**config.mk**
```make
export PLATFORM = sky130hd
export DESIGN_NAME = moore_0101
export DESIGN_NICKNAME = d
export VERILOG_FILES = /design/src/rtl/moore_0101_pkg.sv /design/src/rtl/moore_0101_cnt.sv /design/src/rtl/moore_0101.sv
export SDC_FILE = /design/constraint.sdc
export NUM_CORES = 1
export LEC_CHECK = 0
export CAP_MARGIN = 25
export CORE_AREA = 3 3 40 42
export DETAILED_ROUTE_END_ITERATION = 16
export DIE_AREA = 0 0 43 45
export GPL_ROUTABILITY_DRIVEN = 0
export PLACE_DENSITY = 0.32
export SLEW_MARGIN = 20
export SYNTH_ARGS = -nofsm -noshare
export SYNTH_HDL_FRONTEND = slang
export SYNTH_SLANG_ARGS = --single-unit
```
**constraint.sdc**
```tcl
create_clock -name clock -period 1.3 [get_ports clock]
set_clock_uncertainty 0.15 [all_clocks]
set_input_delay 0.26 -clock clock [delete_from_list [all_inputs] [get_ports clock]]
set_output_delay 0.26 -clock clock [all_outputs]
set_load 0.01 [all_outputs]
```
**src/rtl/moore_0101_pkg.sv**
```systemverilog
// ---------------------------------------------------------------------------
// moore_0101_pkg : state encoding and counter width for the 0101 detector
// Revision 1.0
// ---------------------------------------------------------------------------
`default_nettype none

package moore_0101_pkg;

  typedef enum logic [2:0] {
    S0 = 3'b000,
    S1 = 3'b001,
    S2 = 3'b010,
    S3 = 3'b011,
    S4 = 3'b100
  } state_t;

  localparam int c_cnt_width = 8;

endpackage

`default_nettype wire

```
**src/rtl/moore_0101_cnt.sv**
```systemverilog
// ---------------------------------------------------------------------------
// moore_0101_cnt : saturating detection counter (built only with MOORE_0101_CNT_EN)
// Revision 1.0
// ---------------------------------------------------------------------------
`default_nettype none

`ifdef MOORE_0101_CNT_EN
module moore_0101_cnt
  import moore_0101_pkg::*;
(
  input  logic                   clock,
  input  logic                   reset,
  input  logic                   hit,
  output logic [c_cnt_width-1:0] count
);

  localparam logic [c_cnt_width-1:0] c_max = '1;

  logic [c_cnt_width-1:0] r_count;

  always_ff @(posedge clock or negedge reset) begin
    if (!reset) begin
      r_count <= '0;
    end else if (hit && (r_count != c_max)) begin
      r_count <= r_count + 1'b1;
    end
  end

  assign count = r_count;

endmodule
`endif

`default_nettype wire

```
**src/rtl/moore_0101.sv**
```systemverilog
// ---------------------------------------------------------------------------
// moore_0101 : Moore FSM detecting serial 0,1,0,1; optional counter via MOORE_0101_CNT_EN
// Revision 1.0
// ---------------------------------------------------------------------------
`default_nettype none

module moore_0101
  import moore_0101_pkg::*;
#(
  parameter int OVERLAP = 1
) (
  input  logic                   clock,
  input  logic                   reset,
  input  logic                   in,
  output logic                   out,
  output logic [2:0]             y
`ifdef MOORE_0101_CNT_EN
  ,
  output logic [c_cnt_width-1:0] match_count
`endif
);

  state_t r_state;
  state_t w_next;

  always_ff @(posedge clock or negedge reset) begin
    if (!reset) begin
      r_state <= S0;
    end else begin
      r_state <= w_next;
    end
  end

  always_comb begin
    w_next = S0;
    case (r_state)
      S0:      w_next = in ? S0 : S1;
      S1:      w_next = in ? S2 : S1;
      S2:      w_next = in ? S0 : S3;
      S3:      w_next = in ? S4 : S1;
      // Overlap keeps the trailing "01" of the match as a new "010" prefix once a 0 follows
      S4:      w_next = in ? S0 : ((OVERLAP != 0) ? S3 : S1);
      default: w_next = S0;
    endcase
  end

  assign out = (r_state == S4);
  assign y   = r_state;

`ifdef MOORE_0101_CNT_EN
  logic w_hit;
  assign w_hit = (w_next == S4);

  moore_0101_cnt u_cnt (
    .clock (clock),
    .reset (reset),
    .hit   (w_hit),
    .count (match_count)
  );
`endif

endmodule

`default_nettype wire

```
==> key figures <==
Run status
  – Run status: finished, violations left
  – Failing checks: setup timing

Floorplan
  – Die Height: 45 µm
  – Row cnt: 13
  – Floorplan die area: 1940 µm²
  – Std-Cell Core Area: 1280 µm²
  – Initial standard-cell utilization of the core: 0.0983
  – X dimension of the die: 43 µm
  – Io pins: 7

GRT
  – GRT Residual Overflow: 0
  – Antenna violations before repair: 0
  – Pin count of the biggest net entering global routing: 5
  – Wire length of the first global-routing pass: 524 µm
  – Global router's overall resource usage: 0.0459
  – Via count of the first global-routing pass: 133

Timing
  – Peak clock frequency supported by timing: 686 MHz
  – Final period utilization: 1.12
  – Smallest setup slack after layout: -0.158 ns
  – Max Slew Vio Count: 0
  – Unrepaired setup endpoints after global routing: true
  – Smallest hold slack: 0.0557 ns
  – Least-Margin Pin Slew: 0.287 ns
  – Hold Fails Final Rpt: 0
  – Total negative setup slack: -0.158 ns
  – Minimum period implied by the final worst setup slack: 1.46 ns
  – Remaining max-slew budget at the tightest pin: 0.808
  – Final setup violation count: 1

Route
  – Detailed-routing iteration count for the pre-antenna-repair pass: 2
  – Via count of the routed design: 127
  – Detail Route Antenna Nets: 0
  – First DRT Iteration DRCs: 2
  – Per-cell routed wire length: 8.34 µm
  – Detailed-route vias per instance: 3.10
  – Routed wire length: 342 µm
  – DRC Markers: 0

Logic synthesis
  – Count of warnings emitted by yosys: 0
  – Syn avg cell area: 10.5 µm²
  – Share of Yosys cell area claimed by the top area cell type: 0.594
  – Cell with the most instances after synthesis: sky130_fd_sc_hd__dfrtp_1
  – Number of nets in the synthesized netlist: 15
  – Area of the mapped netlist: 126 µm²
  – Dominant cell type by area after synthesis: sky130_fd_sc_hd__dfrtp_1
  – Share of synthesized area occupied by flip-flops and latches: 0.594
  – Post-synth ARST share: 1.00
  – Number of synthesized register bits: 3
  – Dominant cells by area after synthesis: sky130_fd_sc_hd__dfrtp_1 (59%), sky130_fd_sc_hd__o32ai_1 (6.9%), sky130_fd_sc_hd__xnor2_1 (6.9%)
  – Gate count after technology mapping: 12
  – EDFF count, synth: 0
  – Most frequent cells after synthesis: sky130_fd_sc_hd__dfrtp_1 (3), sky130_fd_sc_hd__inv_1 (2), sky130_fd_sc_hd__nor2_1 (2)
  – Most common flop cell mapped by yosys: sky130_fd_sc_hd__dfrtp_1
  – Distinct cell type count of the synthesized netlist: 8

Place
  – Cell area after placement: 238 µm²
  – Number of cells after detailed placement: 37
  – Port buffer count: 6
  – Post-place setup slack: -0.394 ns

Setup path
  – Required time of the critical path: 0.89 ns
  – Top fanout value on the critical path: 2
  – Class of the most critical setup path: flop to output pin
  – Worst reg2reg endpoint: y[1]
  – Worst r2r src: y[2]
  – R2R depth: 3
  – Data arrival time of the worst path: 1.05 ns
  – Type of origin of the critical path: flop
  – Worst Setup End Kind: output pin
  – Register-to-register path setup slack: 0.10 ns

Cells and area
  – Cell area after layout: 267 µm²
  – Post-route non-filler standard cell count: 41
  – Final core area utilization: 0.207
  – Share of post-route cells with drive strength above 1: 0.500
  – # nets final: 30
  – Flip-flop count of the largest register, all copies and words added: 3
  – Antenna cells: 0
  – Synth-to-Final Area Change: 111%

Clock tree
  – Number of hold-repair buffers added at the cts stage: 0
  – Post-CTS clock slew at the launch and capture registers of the worst setup and hold paths: 0.04 ns
  – TritonCTS buffer count: 3
  – Maximum root-to-sink buffer count: 2
  – Clock insertion delay at the later pin of the skew report: 0.23 ns
  – Cell chosen for the clock root: sky130_fd_sc_hd__clkbuf_4
  – Count of clock tree sinks: 3
  – CTS HTree Levels: 1
  – CTS tree: done

Power
  – Total power per unit cell area: 1250 nW/µm²
  – Leak pwr: 0.121 nW
  – Power, Total: 0.332 mW
  – Maximum VDD drop: 0.000370 V

Flow run
  – Number of max-cap violations: 0

Hold path
  – Hold WC Path Type: input port to async pin
power by group:
part           total [mW]  internal (mW)  leakage, nW  switching, mW
registers           0.105          0.101       0.0385        0.00467
clock network       0.163          0.115       0.0150         0.0479
logic              0.0641         0.0389       0.0680         0.0252
metal layers:
metal  global-route usage  share of wire
met1               0.0437           0.46
met2               0.0479           0.36
met3               0.0239           0.13
met4               0.0904          0.050
met5                    0              0
what timing repair did:
| action | 4_1_cts | 5_1_grt |
|---|---|---|
| pin swaps | 1 | 0 |
| gates resized for setup | 19 | 2 |
| setup endpoints to repair | 4 | 4 |
| setup buffers | 0 | 1 |
placed cells by master, fill, tap and decap left out:
master / n
sky130_fd_sc_hd__buf_6: 4
sky130_fd_sc_hd__clkbuf_4: 3
sky130_fd_sc_hd__dfrtp_1: 3
sky130_fd_sc_hd__inv_1: 2
sky130_fd_sc_hd__clkdlybuf4s50_1: 2
sky130_fd_sc_hd__buf_2: 2
sky130_fd_sc_hd__buf_4: 2
sky130_fd_sc_hd__xnor2_1: 1
sky130_fd_sc_hd__nand3b_1: 1
sky130_fd_sc_hd__o32ai_1: 1
sky130_fd_sc_hd__nor2_1: 1
sky130_fd_sc_hd__or2_4: 1
sky130_fd_sc_hd__a21oi_1: 1
sky130_fd_sc_hd__nor2_2: 1
sky130_fd_sc_hd__clkbuf_1: 1
logic make-up (layout without fill, tap and decap cells):
family,Yosys count,count (layout),synth area share
AOI/OAI and AO/OA,2,2,0.109
xor gates and xnor gates,1,1,0.0693
buffers and inverters,2,16,0.0594
DFF,3,3,0.594
and+or+nand+nor,4,4,0.168
worst max-delay path by stage:
stage,depth (start not counted),endpoint,start,slack (ns)
detailed placement,3,out,y[0],-0.39
global placement,3,out,y[0],-0.39
global route,3,out,y[1],-0.23
CTS,3,out,y[1],-0.17
floorplan,2,out,y[1],0.03
finish,3,out,y[1],-0.16
worst max-delay path, cell delays in order, from the launching register on:
cell                      delay (ns)
sky130_fd_sc_hd__dfrtp_1        0.37
sky130_fd_sc_hd__or2_4          0.25
sky130_fd_sc_hd__nor2_2         0.07
sky130_fd_sc_hd__buf_2          0.13
final cells by class:
| class | count | area [µm²] |
|---|---|---|
| well taps | 15 | 18.8 |
| fillers | 146 | 1020 |
| inverters | 2 | 7.51 |
| multi-input cells | 7 | 48.8 |
| flip-flops and latches | 3 | 75.1 |
| clock buffers | 4 | 26.3 |
| repair buffers | 10 | 90.1 |
No activity file was read; power rests on OpenSTA's default activity.
